### src/rtl/stack_scan_monitor_pkg.sv
// stack_scan_monitor_pkg: shared stack-bus frame constants, field positions and scan FSM states.
package stack_scan_monitor_pkg;
   localparam logic [3:0]  HDR       = 4'hA;
   localparam logic [15:0] TAIL      = 16'hBEEF;
   localparam int          HDR_LSB   = 28;
   localparam int          POWER_LSB = 24;
   localparam int          ID_LSB    = 20;
   localparam int          NEXT_LSB  = 16;
   localparam int          TAIL_LSB  = 0;
   localparam logic [3:0]  MAX_ID    = 4'd15;
   typedef enum logic [1:0] {ST_IDLE, ST_LISTEN, ST_DONE, ST_ERR} state_t;
endpackage

### src/rtl/stack_frame_decoder.sv
// stack_frame_decoder: splits a stack-bus word into fields and flags well-formed frames.
module stack_frame_decoder
   import stack_scan_monitor_pkg::*;
(
   input  logic [31:0] i_data,
   input  logic        i_valid,
   output logic        o_frame_ok,
   output logic [3:0]  o_power,
   output logic [3:0]  o_id,
   output logic [3:0]  o_next
);
   logic [3:0]  w_hdr;
   logic [15:0] w_tail;
   assign w_hdr   = i_data[HDR_LSB +: 4];
   assign w_tail  = i_data[TAIL_LSB +: 16];
   assign o_power = i_data[POWER_LSB +: 4];
   assign o_id    = i_data[ID_LSB +: 4];
   assign o_next  = i_data[NEXT_LSB +: 4];
   // next must name the following chip, wrapping 15 -> 0 for the last chip
   assign o_frame_ok = i_valid && w_hdr == HDR && w_tail == TAIL && o_next == o_id + 4'd1;
endmodule

### src/rtl/stack_scan_monitor.sv
// stack_scan_monitor: enumerates a chip stack from bus frames into a 16-entry power/presence table.
module stack_scan_monitor
   import stack_scan_monitor_pkg::*;
#(
   parameter int unsigned TIMEOUT_CYC = 64
) (
   input  logic        div_8_clk,
   input  logic        rst_n,
   input  logic        start,
   input  logic [31:0] data_in,
   input  logic        data_valid,
   input  logic [3:0]  rd_addr,
   output logic        busy,
   output logic        done,
   output logic        timeout_err,
   output logic        frame_err,
   output logic [4:0]  chip_count,
   output logic [3:0]  err_count,
   output logic [3:0]  rd_power,
   output logic        rd_present
);
   localparam logic [7:0] TMO_LAST = 8'(TIMEOUT_CYC - 1);

   state_t      r_state, w_state_nxt;
   logic [7:0]  r_tmo;
   logic [3:0]  r_exp_id;
   logic [3:0]  r_power [16];
   logic [15:0] r_present;
   logic [4:0]  r_chip_count;
   logic [3:0]  r_err_count;
   logic        r_busy, r_done, r_timeout_err, r_frame_err;
   logic        w_ok, w_listen, w_new, w_retx, w_acc, w_rej, w_clear, w_tmo_hit;
   logic [3:0]  w_power, w_id, w_next;

   stack_frame_decoder u_dec (
      .i_data    (data_in),
      .i_valid   (data_valid),
      .o_frame_ok(w_ok),
      .o_power   (w_power),
      .o_id      (w_id),
      .o_next    (w_next)
   );

   assign w_listen  = r_state == ST_LISTEN;
   assign w_new     = w_listen && w_ok && w_id == r_exp_id;
   assign w_retx    = w_listen && w_ok && w_id == r_exp_id - 4'd1 && r_present[w_id];
   assign w_acc     = w_new || w_retx;
   assign w_rej     = w_listen && data_valid && !w_acc;
   assign w_clear   = !w_listen && start;
   assign w_tmo_hit = w_listen && !w_acc && r_tmo == TMO_LAST;

   always_comb begin
      w_state_nxt = r_state;
      if (w_clear)
         w_state_nxt = ST_LISTEN;
      else if (w_new && w_id == MAX_ID)
         w_state_nxt = ST_DONE;
      else if (w_tmo_hit)
         w_state_nxt = r_chip_count != 5'd0 ? ST_DONE : ST_ERR;
   end

   always_ff @(posedge div_8_clk or negedge rst_n) begin
      if (!rst_n) begin
         r_state       <= ST_IDLE;
         r_busy        <= 1'b0;
         r_done        <= 1'b0;
         r_timeout_err <= 1'b0;
         r_frame_err   <= 1'b0;
         r_chip_count  <= 5'd0;
         r_err_count   <= 4'd0;
         r_exp_id      <= 4'd1;
         r_tmo         <= 8'd0;
         r_present     <= 16'd0;
         for (int k = 0; k < 16; k++) r_power[k] <= 4'd0;
      end else begin
         r_state       <= w_state_nxt;
         r_busy        <= w_state_nxt == ST_LISTEN;
         r_done        <= w_state_nxt == ST_DONE;
         r_timeout_err <= w_state_nxt == ST_ERR;
         if (w_clear) begin
            r_frame_err  <= 1'b0;
            r_chip_count <= 5'd0;
            r_err_count  <= 4'd0;
            r_exp_id     <= 4'd1;
            r_tmo        <= 8'd0;
            r_present    <= 16'd0;
            for (int k = 0; k < 16; k++) r_power[k] <= 4'd0;
         end else begin
            if (w_acc) begin
               r_power[w_id] <= w_power;
               r_tmo         <= 8'd0;
            end else if (w_listen)
               r_tmo <= r_tmo + 8'd1;
            if (w_new) begin
               r_present[w_id] <= 1'b1;
               r_chip_count    <= r_chip_count + 5'd1;
               r_exp_id        <= w_next;
            end
            if (w_rej) begin
               r_frame_err <= 1'b1;
               r_err_count <= r_err_count != 4'hF ? r_err_count + 4'd1 : r_err_count;
            end
         end
      end
   end

   assign busy        = r_busy;
   assign done        = r_done;
   assign timeout_err = r_timeout_err;
   assign frame_err   = r_frame_err;
   assign chip_count  = r_chip_count;
   assign err_count   = r_err_count;
   assign rd_power    = r_power[rd_addr];
   assign rd_present  = r_present[rd_addr];
endmodule

### config.mk
export PLATFORM = sky130hd
export DESIGN_NAME = stack_scan_monitor
export DESIGN_NICKNAME = d
export VERILOG_FILES = /design/src/rtl/stack_scan_monitor_pkg.sv /design/src/rtl/stack_frame_decoder.sv /design/src/rtl/stack_scan_monitor.sv
export SDC_FILE = /design/constraint.sdc
export NUM_CORES = 1
export LEC_CHECK = 0
export CAP_MARGIN = 20
export CELL_PAD_IN_SITES_DETAIL_PLACEMENT = 1
export CELL_PAD_IN_SITES_GLOBAL_PLACEMENT = 2
export CORE_UTILIZATION = 35
export CTS_BUF_LIST = sky130_fd_sc_hd__clkbuf_16
export DETAILED_ROUTE_END_ITERATION = 8
export GPL_TIMING_DRIVEN = 0
export PLACE_DENSITY_LB_ADDON = 0.12
export SYNTH_ARGS = -nofsm -noshare
export SYNTH_HDL_FRONTEND = slang
export SYNTH_SLANG_ARGS = --single-unit
### constraint.sdc
create_clock -name div_8_clk -period 5.1 [get_ports div_8_clk]
set_clock_uncertainty 0.2 [all_clocks]
set_input_delay 1.275 -clock div_8_clk [delete_from_list [all_inputs] [get_ports div_8_clk]]
set_output_delay 1.275 -clock div_8_clk [all_outputs]
set_load 0.1 [all_outputs]
Word-level counts from Yosys, hierarchy flattened --
Cells that the tools add are included.
Cells by class: $lt $le $gt $ge 6, bitwise logic cells 3, equality and inequality tests 12, reduce and logical (&&, ||, !) cells 25, muxes and demuxes 32, $add $sub $neg 5
Operator list (number):
- two-way mux 64 bit | 2
- bitwise mux 64 bit | 1
- two-way mux 16 bit | 2
- two-way mux 4 bit | 8
- two-way mux 8 bit | 3
- binary-select mux 4 bit (select 4 bit) | 1
- demux 4 bit (select 4 bit) | 1
- == test 16 bit (second input constant) | 1
- bitwise OR 16 bit | 1
- logical AND 1 bit | 15
- == test 4 bit | 3
- greater-or-equal comparator 5 bit (second input constant) | 2
- < comparator 4 x 5 -> 1 bit (second input constant) | 2
- two-way mux 5 bit | 2
- NOT 4 -> 5 bit | 2
- adder 4 x 1 -> 4 bit (second input constant) | 2
- adder 8 x 1 -> 8 bit (second input constant) | 1
- binary-select mux 1 bit (select 4 bit) | 2
- == test 4 bit (second input constant) | 2
- == test 8 x 6 -> 1 bit (second input constant) | 1
- nonzero test 2 bit | 4
- two-way mux 1 bit | 6
- two-way mux 2 bit | 3
- adder 5 x 1 -> 5 bit (second input constant) | 1
- other kinds (12) | 15
Word-level totals: input bits 40, register bits after elaboration 107

Depth between registers and ports, before layout --
depth in word-level cells 15, depth in mapped cells 11

Cells and area by module --
A second synthesis with hierarchy kept.
Second synthesis, totals: cell total of the unflattened synthesis 573, area total of the unflattened synthesis 5901.9 um^2
Modules (own cells, without submodules):
- stack_scan_monitor | seq. area each 2678.8 um^2, cells each 544, area an instance 5675.4 um^2, instances 1
- stack_frame_decoder | seq. area each 0.0 um^2, cells each 29, area an instance 226.5 um^2, instances 1

Least setup slack after synthesis --
OpenSTA, ideal clock, no wires.
path type input to output, start point input rd_addr[0], end point output rd_present, stages on the path 3, required time 3.625 ns, slack 0.526 ns, buffers on the path 1, arrival 3.099 ns, path through clkbuf_1 -> mux4_2 -> mux4_2
On the way: longest elaborated chain between the ends 2
Ends and longest elaborated chain:
- start, declared | RTL line stack_scan_monitor.sv:12 | input logic [3:0] rd_addr,
- binary-select mux 1 bit (select 4 bit) | RTL line stack_scan_monitor.sv:114 | assign rd_present = r_present[rd_addr];
- two-way mux 1 bit (implied by the code) | RTL line stack_scan_monitor.sv:114
- end, declared | RTL line stack_scan_monitor.sv:20 | output logic rd_present
Every way passes these cells. The select of a mux whose other input is x is not followed.

Final worst setup path --
start point input rd_addr[1], end point output rd_power[0]
On the way: longest elaborated chain between the ends 4
Ends and longest elaborated chain:
- NOT 4 -> 5 bit (implied by the code) | RTL line stack_scan_monitor.sv:113 | assign rd_power = r_power[rd_addr];
- binary-select mux 4 bit (select 4 bit) | RTL line stack_scan_monitor.sv:113
- two-way mux 4 bit (implied by the code) (2 in a row) | RTL line stack_scan_monitor.sv:113
- end, declared | RTL line stack_scan_monitor.sv:19 | output logic [3:0] rd_power,
Every way passes these cells. The select of a mux whose other input is x is not followed.

==> metrics.md <==
| Metric | Value |
|---|---|
| Io pins | between 50 and 60 |
| Critical path data arrival time | 3.43 ns |
| Startpoint Class | primary input |
| Hold Crit Class | register to register |
| Root Buffer | clkbuf_16 |
| Logic pwr share | 22.0% |
| Synth async-reset ratio | 100% |
| Core Area | 0.0165 mm² |
| Synth top area share | between 40% and 50% |
| Status | finished clean |
| Vias in the first global route | approximately 4.8k |
| Drt initial violations | 151 |
| Flop pwr share | 46.0% |
| Area leader, netlist | dfrtp_1 |
| CP Class | primary input to primary output |
| Via Count | between 4k and 5k |
| Clock group share of total power | about a third |
| Total power | 2.03 mW |
| Worst R2R Path Depth | 9 |
| Sw power | between 0.6 and 0.7 mW |
| Relative slew slack | 32.9% |
| GP Congestion | between 0.7 and 0.8 |
| Synth Instances | 524 |
| Synth Warn # | 0 |
| Post-synth EDFFs | 0 |
| Least-Margin Pin Slew | 1.00 ns |
| Count of final setup violators | 0 |
| Ys flop type | dfrtp_1 |
| # diodes | 0 |
| Placed cell areas | 0.00672 mm² |
| H-tree depth | 3 |
| Dpl cells | about 800 |
| Clock buffer depth | 2 |
| Reg-to-reg startpoint | r_exp_id[0] |
| Total gr overflow | 0 |
| Cell internal pwr | 1.36 mW |
| WL/cell | 20.9 µm |
| Drt first pass iters | 4 |
| Max Fclk | a little over 0.2 GHz |
| Fin nets | 637 |
| Clock sink total | between 100 and 150 |
| Max Cap Violations | 0 |
| Final hold vios | 0 |
| Crit path capture | rd_power[0] |
| Reg clk slew, reported paths | around 0.070 ns |
| Terminus of the critical flop-to-flop path | r_power[4] |
| Die area | 0.0174 mm² |
| Skew-Pair Late Insertion Delay | ~0.35 ns |
| Number of remaining DRC errors | 0 |
| Mapped cell area | slightly below 0.006 mm² |
| Reg2Reg Setup Slack | 2.25 ns |
| Kind of end point of the critical path | primary output |
| IO Port Bufs | 52 |
| Row count | 47 |
| Finished Core Util | roughly 42% |
| Die Wd | 132 µm |
| Largest net degree at the start of global routing | 70 |
| FILL cells | between 1.5k and 2k |
| Fin cells | 813 |
| Most instantiated cells after synthesis | nand2_1, dfrtp_1, mux2i_1 |
| Switching share of power | 33.2% |
| Seq cells post-synth | between 100 and 150 |
| Worst Setup SP | rd_addr[1] |
| Max Slew Vio Count | 0 |
| GRT Util Overall | 21.1% |
| Initial antenna violation count | 0 |
| Initial core utilization | between 30% and 40% |
| Final Cycle Share | 96.2% |
| Power Dens Cells | 292 mW/mm² |
| Chip height | around 130 µm |
| Min Tclk post-route | 4.91 ns |
| Peak VDD IR | 0.219 mV |
| Worst EP required | 3.62 ns |
| CTS tree | done |
| Setup TNS | 0 ns |
| Static leakage | 3.30 nW |
| Mapped Nets | around 570 |
| Ranking of synthesized cells by area | dfrtp_1, mux2i_1, mux4_2 |
| DP Wirelength | about 13,000 µm |
| Final WL | between 15,000 and 20,000 µm |
| Crit-path max FO | 10 |
| Synthesized area per cell | 11.2 µm² |
| Area grow syn2layout | 18.3% |
| Synth unique cells | 56 |
| Setup repair after global routing missed its margin | no |
| Share of layout cells above drive strength 1 | 13.3% |
| Vias/cell | 5.26 |
| ANT nets after route | 0 |
| Post-route cell area | around 0.0070 mm² |
| Sequential area share after synthesis | 45.4% |
| Count leader, synth | nand2_1 |
| CTS buffer count | 9 |
| First-pass GRT wire length | between 20,000 and 30,000 µm |
==> state kept, by name (all words and copies together) (netlist names) <==
name	cells
busy	1
chip_count	5
done	1
err_count	4
frame_err	1
r_exp_id	4
r_power	64
r_present	16
r_state	2
r_tmo	8
timeout_err	1
==> worst min path at each step <==
stage / startpoint / end / slack [ns] / depth (start not counted)
2_1_floorplan: r_present[14] / r_present[14] / 0.26 / 2
3_3_place_gp: frame_err / frame_err / 0.27 / 2
3_5_place_dp: frame_err / frame_err / 0.28 / 2
4_1_cts: frame_err / frame_err / 0.29 / 2
5_1_grt: frame_err / frame_err / 0.33 / 2
6_report: frame_err / frame_err / 0.28 / 2
==> power groups by stage <==
stage          registers (mW)  clock network, mW  logic [mW]
6_report                0.935              0.652       0.447
3_5_place_dp            0.952                  0       0.453
3_3_place_gp            0.951                  0       0.443
4_1_cts                 0.935              0.675       0.455
2_1_floorplan            1.08                  0       0.171
5_1_grt                 0.944              0.707       0.484
==> per-stage QoR <==
step | setup slack (ns) | hold WS (ns)
after floorplan | 0.526 | 0.261
after global routing | 0.130 | 0.332
final | 0.192 | 0.280
after global placement | -1.77 | 0.267
after detailed placement | -0.603 | 0.275
after CTS | 0.206 | 0.291
==> worst max-delay path, cell delays in order <==
cell           delay [ns]
clkbuf_1             0.61
mux4_2               0.46
mux4_2               0.48
dlygate4sd2_1        0.61
==> final cells by class <==
cell class,instances,area [µm²],area share [%]
flip-flops and latches,107,2680,38.4
plain buffers,36,193,2.76
clock inverters,7,37.5,0.538
clock buffers,9,225,3.23
inverters,10,37.5,0.538
well taps,220,275,3.95
multi-input cells,371,2990,42.8
repair buffers,53,539,7.73
==> layout by cell type (no fill, tap or decap), types with 3 or more instances in the layout <==
cell type / synthesis / final
nand2_1: 111 / 111
nor2_1: 18 / 18
xor2_1: 6 / 6
a31oi_1: 3 / 3
nand4_1: 6 / 6
nand2b_1: 3 / 3
nand3_1: 15 / 15
nor4_1: 4 / 4
xnor2_1: 9 / 9
nor2b_1: 5 / 5
ha_1: 9 / 9
a31o_2: 3 / 3
buf_6: 3 / 3
mux4_2: 27 / 27
mux2i_1: 69 / 69
clkbuf_16: 0 / 9
nand4b_1: 3 / 3
nand3_4: 9 / 9
o21ai_0: 24 / 24
buf_2: 4 / 4
clkbuf_1: 24 / 22
dlygate4sd2_1: 0 / 5
buf_4: 3 / 4
clkdlybuf4s50_1: 0 / 46
xor2_2: 3 / 3
inv_1: 10 / 12
dfrtp_1: 106 / 106
a21oi_1: 6 / 6
==> cells by family after synthesis <==
group           share of synthesized area (%)
fa+ha+maj                                1.91
simple gates                             17.7
flops                                    45.4
xor+xnor                                 3.06
buf+inv                                  3.86
mux                                      22.2
compound gates                           5.77
==> metal layers <==
metal	part of all wire (%)	vias up	GRT usage, %	wire length, µm
li1	-	1981	-	-
met1	47	2248	28.9	7920
met2	50	41	34.5	8540
met3	2.3	6	3.92	394
met4	0.64	0	5.04	109
met5	0	-	0	0
==> timing repair <==
action / CTS / global route
setup endpoints to repair: 5 / 0
hold buffers: 0 / 0
gates resized for setup: 7 / 0
setup buffers: 0 / 0
Note: power is estimated with default switching activity, not from simulation.
